## config.mk

```make
export PLATFORM = sky130hd
export DESIGN_NAME = wb_arbiter_2m1s
export DESIGN_NICKNAME = d
export VERILOG_FILES = /design/src/rtl/wb_arbiter_2m1s.sv
export SDC_FILE = /design/constraint.sdc
export NUM_CORES = 1
export LEC_CHECK = 0
export CORE_AREA = 5 5 121 123
export DETAILED_ROUTE_END_ITERATION = 8
export DIE_AREA = 0 0 126 128
export PLACE_DENSITY = 0.59
export SYNTH_ARGS = -nofsm -noshare
export SYNTH_HDL_FRONTEND = slang
export SYNTH_SLANG_ARGS = --single-unit
export TNS_END_PERCENT = 100
```

## constraint.sdc

```tcl
create_clock -name clk -period 1.45 [get_ports clk]
set_input_delay 0.29 -clock clk [delete_from_list [all_inputs] [get_ports clk]]
set_output_delay 0.29 -clock clk [all_outputs]
set_load 0.02 [all_outputs]
```

## src/rtl/wb_arbiter_2m1s.sv

```systemverilog
// wb_arbiter_2m1s: two-master/one-slave Wishbone arbiter with per-tenure watchdog.
// Define WB_ARB_RR_EN for round-robin tie-break; otherwise M0 (data side) wins ties.
module wb_arbiter_2m1s #(
  parameter logic [7:0] TIMEOUT_CYCLES = 8'd255
) (
  input  logic        clk,
  input  logic        rst,
  input  logic [31:0] m0_addr_i,
  input  logic [31:0] m0_data_i,
  input  logic        m0_we_i,
  input  logic [3:0]  m0_sel_i,
  input  logic        m0_stb_i,
  input  logic        m0_cyc_i,
  output logic [31:0] m0_data_o,
  output logic        m0_ack_o,
  output logic        m0_err_o,
  input  logic [31:0] m1_addr_i,
  input  logic [31:0] m1_data_i,
  input  logic        m1_we_i,
  input  logic [3:0]  m1_sel_i,
  input  logic        m1_stb_i,
  input  logic        m1_cyc_i,
  output logic [31:0] m1_data_o,
  output logic        m1_ack_o,
  output logic        m1_err_o,
  output logic [31:0] s_addr_o,
  output logic [31:0] s_data_o,
  output logic        s_we_o,
  output logic [3:0]  s_sel_o,
  output logic        s_stb_o,
  output logic        s_cyc_o,
  input  logic [31:0] s_data_i,
  input  logic        s_ack_i
);
  typedef enum logic [1:0] {IDLE, GNT_M0, GNT_M1} state_t;
  state_t state, state_d, pick;
  logic [7:0] wd_cnt, wd_d;
  logic last, last_d, own0, own1, stb_sel, cyc_sel, timeout, arb, tie_m1;
`ifdef WB_ARB_RR_EN
  assign tie_m1 = !last;
`else
  assign tie_m1 = 1'b0;
`endif
  assign own0 = state == GNT_M0;
  assign own1 = state == GNT_M1;
  always_comb begin
    stb_sel   = own0 ? m0_stb_i : own1 ? m1_stb_i : 1'b0;
    cyc_sel   = own0 ? m0_cyc_i : own1 ? m1_cyc_i : 1'b0;
    timeout   = (TIMEOUT_CYCLES != 8'd0) && stb_sel && !s_ack_i && (wd_cnt == TIMEOUT_CYCLES - 8'd1);
    s_addr_o  = own0 ? m0_addr_i : own1 ? m1_addr_i : '0;
    s_data_o  = own0 ? m0_data_i : own1 ? m1_data_i : '0;
    s_we_o    = own0 ? m0_we_i : own1 ? m1_we_i : 1'b0;
    s_sel_o   = own0 ? m0_sel_i : own1 ? m1_sel_i : '0;
    s_stb_o   = stb_sel && !timeout;
    s_cyc_o   = cyc_sel && !timeout;
    m0_ack_o  = own0 && s_ack_i;
    m1_ack_o  = own1 && s_ack_i;
    m0_data_o = own0 ? s_data_i : '0;
    m1_data_o = own1 ? s_data_i : '0;
    m0_err_o  = own0 && timeout;
    m1_err_o  = own1 && timeout;
    // Re-arbitrate from IDLE or when the owner releases cyc, so hand-over has no dead cycle
    arb     = (state == IDLE) || (own0 && !m0_cyc_i) || (own1 && !m1_cyc_i);
    pick    = (m0_cyc_i && m1_cyc_i) ? (tie_m1 ? GNT_M1 : GNT_M0) :
              m0_cyc_i ? GNT_M0 : m1_cyc_i ? GNT_M1 : IDLE;
    state_d = timeout ? IDLE : arb ? pick : state;
    last_d  = (state_d == GNT_M1) ? 1'b1 : (state_d == GNT_M0) ? 1'b0 : last;
    wd_d    = (s_ack_i || state_d != state || state_d == IDLE) ? 8'd0 :
              stb_sel ? wd_cnt + 8'd1 : wd_cnt;
  end
  always_ff @(posedge clk or negedge rst) begin
    if (!rst) begin
      state  <= IDLE;
      wd_cnt <= 8'd0;
      last   <= 1'b1;
    end else begin
      state  <= state_d;
      wd_cnt <= wd_d;
      last   <= last_d;
    end
  end
endmodule

```

-- After elaboration in Yosys (flattened, before gate mapping)
Index checks and enable logic that the tools add are counted.
- register bits: 10
- bits of input ports: 177
- output and inout bits: 139
- word-level logic and storage cells: 50
- add/subtract/negate cells: 1
- eq/ne operators: 4
- multiplexer cells: 21
- reductions and logical operators: 22
- operators by type and width (operator ; count):
    $mux 32 ; 6
    $mux 8 ; 2
    $logic_and 1x1->1 ; 11
    $mux 2 ; 5
    $add 8x1->8 const B ; 1
    $eq 8x8->1 const B ; 1
    $mux 4 ; 2
    $mux 1 ; 6
    $logic_not 1->1 ; 4
    $logic_not 2->1 ; 2
    $logic_or 1x1->1 ; 4
    $eq 2x1->1 const B ; 1
    $eq 2x2->1 const B ; 1
    $ne 2x2->1 ; 1
    $reduce_bool 2->1 ; 1

-- Longest topological paths before layout
- word-level depth: 10
- depth in mapped cells: 6
- gate-level depth less buffers: 6

-- Worst setup path after synthesis
Ideal clock, no wire load.
- kind: reg2out
- start: register state[1]
- end: output port m0_data_o[10]
- data arrival time: 1392 ps
- required time: 1160 ps
- slack: -232 ps
- cell stages (with the launch flop): 6
- buffers on the path: 3
- path through: dfrtp_1 > and2b_2 > clkbuf_1 > buf_2 > clkbuf_1 > and2_1
- cells in the longest elaborated chain, start to end: 2
- ends and longest elaborated chain (what ; RTL line ; source):
    start, declared ; 36 ; state_t state, state_d, pick;
    start signal, assigned ; 77 ; state <= state_d;
    $eq 2x1->1 ; 44 ; assign own0 = state == GNT_M0;
    $mux 32 ; 58 ; m0_data_o = own0 ? s_data_i : '0;
    end, declared ; 14 ; output logic [31:0] m0_data_o,
Every way passes these cells.

-- Final worst setup path
- start: register state[0]
- end: output port m0_err_o
- cells in the longest elaborated chain, start to end: 6
- elaborated cells on any way between the ends: 7
- classes of those cells: eq/ne: 2; mux: 2; reduce/logical: 3
- ends and longest elaborated chain (what ; RTL line ; source):
    $eq 2x2->1 ; 45 ; assign own1 = state == GNT_M1;
    $mux 1 (2 in a row) ; 47 ; stb_sel = own0 ? m0_stb_i : own1 ? m1_stb_i : 1'b0;
    $logic_and 1x1->1 (2 in a row) ; 49 ; timeout = (TIMEOUT_CYCLES != 8'd0) && stb_sel && !s_ack_i && (wd_cnt == TIMEOUT_CYCLES - 8'd1);
    $logic_and 1x1->1 * ; 60 ; m0_err_o = own0 && timeout;
    end, declared ; 16 ; output logic m0_err_o,
Every way passes the cells marked *; elsewhere a longest branch is shown, timed or not.

==> metrics.cfg <==
[status]
outcome = complete, but fails checks
violations = negative setup slack

[sta]
drv_slew = 0
rsz0062_at_grt = true
fin_skew_ns = 0.00118
setup_violations = 147
setup_ws_ns = -0.484
tightest_slew_ns = 0.470
post-route-period-util_pct = 133
setup_tns_ns = -53.26
hold_viol = 0
fmax_ghz = 0.517
slew-limit-headroom_pct = 68.5
period_minus_slack_ns = 1.93

[yosys]
synth_top_cell_area_share_pct = 34.7
synth_area_leader_cell = a22o_1
synthMuxAreaShare_pct = 0
syn_nets = 399
synth_top_family_by_area = compound AO/OA/AOI/OAI gates
ys_seq_area_share_pct = 14.4
synth.distinct_cells = 31
synth_xor_area_share_pct = 3.02
synth_area_leaders = a22o_1, and2_1, dfrtp_1
synthTopCellsByCount = a22o_1, and2_1, clkbuf_1, buf_2
synth_fa_ha_area_share_pct = 1.44
synth_compound_area_share_pct = 41.6
async_reset_ff_share_pct = 100
ys.flop_type = dfrtp_1
synthSimpleGateAreaFrac_pct = 32.4
syn_area_per_cell_sq_um = 7.92
yosysMostFrequentCell = a22o_1
ys_warn_count = 0
synth-edff-count = 0
synth.ff_latch_count = 10
syn-instance-count = 220
synth_area_sq_um = 1740

[die]
dieArea_sq_um = 16100
start_util_pct = 12.9
pin_count = 316
die_x_um = 126
num_rows = 43
die_y_um = 128
core-area_sq_um = 13600

[cts]
cts.sinks = 10
cts-hold-fix-buffers = 0
cts_tree = yes
cts-root-buf = clkbuf_16
cts_buffer_depth = 2
cts-htree-levels = 1
numCtsBuffers = 3
clk_latency_ns = 0.24
path_clk_slew_ns = 0.04

[route]
drc_errors = 0
post_drt_wl_per_cell_um = 18.0
via_count = 3175
drt_wl_total_um = 13500
drt_iter0_drc = 45
via_per_inst = 4.23
drtAntennaViolNets = 0
dr.pass1.iters = 4

[critical_path]
crit_required_ns = 1.16
start_kind = flop
crit_slowest_cell = dfrtp_2
cp_common_cell = buf_4
reg2regPathDepth = 6
critPathMaxFanout = 5
worst-setup-path-type = reg -> out
crit_path_max_incr_delay_ns = 0.45
end_kind = output pin
crit_chain = buf_4 > and3b_1 > o211a_4 > and2_4 > buf_4
critPathArrivalTime_ns = 1.64

[global_route]
overflow = 0
grt_pass1_vias = 3378
antenna_found_initial = 0
grt_max_degree = 32
gr-usage-all-layers_pct = 14.8
grt_pass1_wl_um = 19200

[cells_and_area]
nets = 750
antennaDiodeCount = 0
fin_util_pct = 47.4
syn_to_final_growth_pct = 269
final_layout_size_suffix_gt1_share_pct = 54.6

[placement]
gp_congestion = 0.840
portBuffers = 315
post-place-ws_ns = -0.809
hpwl_um = 10700

[worst_hold_path]
hold_class = in -> async

[job]
drv_cap = 0

[power]
power_density_nw_per_um2 = 1040
p_leak_nw = 2.99
ir_worst_vdd_mv = 0.505

==> registers in the layout, summed over array words and instances, names as in the netlist <==
| name | count |
|---|---|
| wd_cnt | 8 |
| state | 2 |
==> what timing repair did <==
| item | in CTS | in global routing |
|---|---|---|
| gates resized for setup | 601 | 225 |
| cloned | 4 | 4 |
| pin swaps | 6 | 14 |
| buffers inserted | 6 | 12 |
| setup endpoints to repair | 147 | 149 |
==> metrics by stage <==
stage / instance area (sq um) / hold WS (ns) / power [mW] / cells
after floorplan: 2380 / -0.00559 / 3.05 / 220
after global placement: 5890 / 0.521 / 5.39 / 722
after detailed placement: 5890 / 0.530 / 5.41 / 722
after CTS: 6030 / 0.402 / 6.13 / 736
after global routing: 6430 / 0.421 / 7.03 / 750
final: 6430 / 0.378 / 6.71 / 750
==> final cells by class <==
class	count	area, sq um
Inverter	1	3.75
Timing Repair Buffer	370	3870
Tap cell	180	225
Fill cell	1253	7130
Clock buffer	4	88.8
Multi-Input combinational cell	185	1990
Sequential cell	10	251
==> where the power goes <==
part           internal (mW)  leakage (nW)  switching [mW]  total, mW
Combinational           3.30          2.82            2.53       5.83
Clock                  0.415        0.0442           0.134      0.549
Sequential             0.301         0.133          0.0258      0.327
==> per-layer routing <==
metal  wire [um]  global-route usage (%)  vias up
li1            -                       -     1524
met1        5110                    16.8     1467
met2        7100                    28.1      171
met3        1070                    3.92       13
met4         199                    2.15        0
met5           0                       0        -
==> critical path: cells and delay by family (launching register included) <==
kind                   cells  cell delay [ns]
buffers and inverters      2             0.31
flip-flops                 1             0.45
AO/OA/AOI/OAI              1             0.28
AND/OR/NAND/NOR            2             0.36
==> final timing paths <==
check,startpoint,slack (ns),endpoint
setup / recovery,state[0]$_DFF_PN0_,-0.48,m0_err_o
hold / removal,rst,0.38,wd_cnt[4]$_DFFE_PN0P_
setup reg to reg,state[0]$_DFF_PN0_,-0.32,wd_cnt[0]$_DFFE_PN0P_
hold reg to reg,wd_cnt[5]$_DFFE_PN0P_,0.54,wd_cnt[5]$_DFFE_PN0P_
max in group asynchronous,rst,0.73,state[0]$_DFF_PN0_
min in group clk,wd_cnt[5]$_DFFE_PN0P_,0.54,wd_cnt[5]$_DFFE_PN0P_
==> layout by cell type (no fill, tap or decap), types with 2 or more instances in the layout <==
| cell type | netlist | layout |
|---|---|---|
| o2111ai_1 | 2 | 2 |
| buf_2 | 11 | 2 |
| buf_12 | 0 | 11 |
| and3_1 | 2 | 2 |
| dfrtp_1 | 10 | 9 |
| buf_4 | 0 | 56 |
| nor2_4 | 0 | 2 |
| nor2_2 | 0 | 4 |
| nand2_1 | 3 | 3 |
| and2b_4 | 0 | 2 |
| a22o_4 | 0 | 54 |
| xor2_1 | 5 | 5 |
| clkdlybuf4s50_1 | 0 | 176 |
| nor2_1 | 10 | 4 |
| ha_1 | 2 | 2 |
| a21oi_2 | 2 | 2 |
| o21ai_0 | 3 | 3 |
| clkbuf_2 | 0 | 5 |
| a22oi_1 | 2 | 2 |
| and2_4 | 0 | 41 |
| o211ai_1 | 2 | 2 |
| buf_6 | 2 | 111 |
| and2_1 | 66 | 26 |
| a22o_1 | 69 | 15 |
| buf_8 | 0 | 4 |
| clkbuf_16 | 0 | 7 |
==> cells by family (layout without fill, tap and decap cells) <==
kind of cell | Yosys count | in the layout
simple gates | 93 | 94
compound gates | 83 | 83
buf+inv | 26 | 375
flops | 10 | 10
xor+xnor | 6 | 6
fa+ha+maj | 2 | 2
No activity file was read; power rests on OpenSTA's default activity.
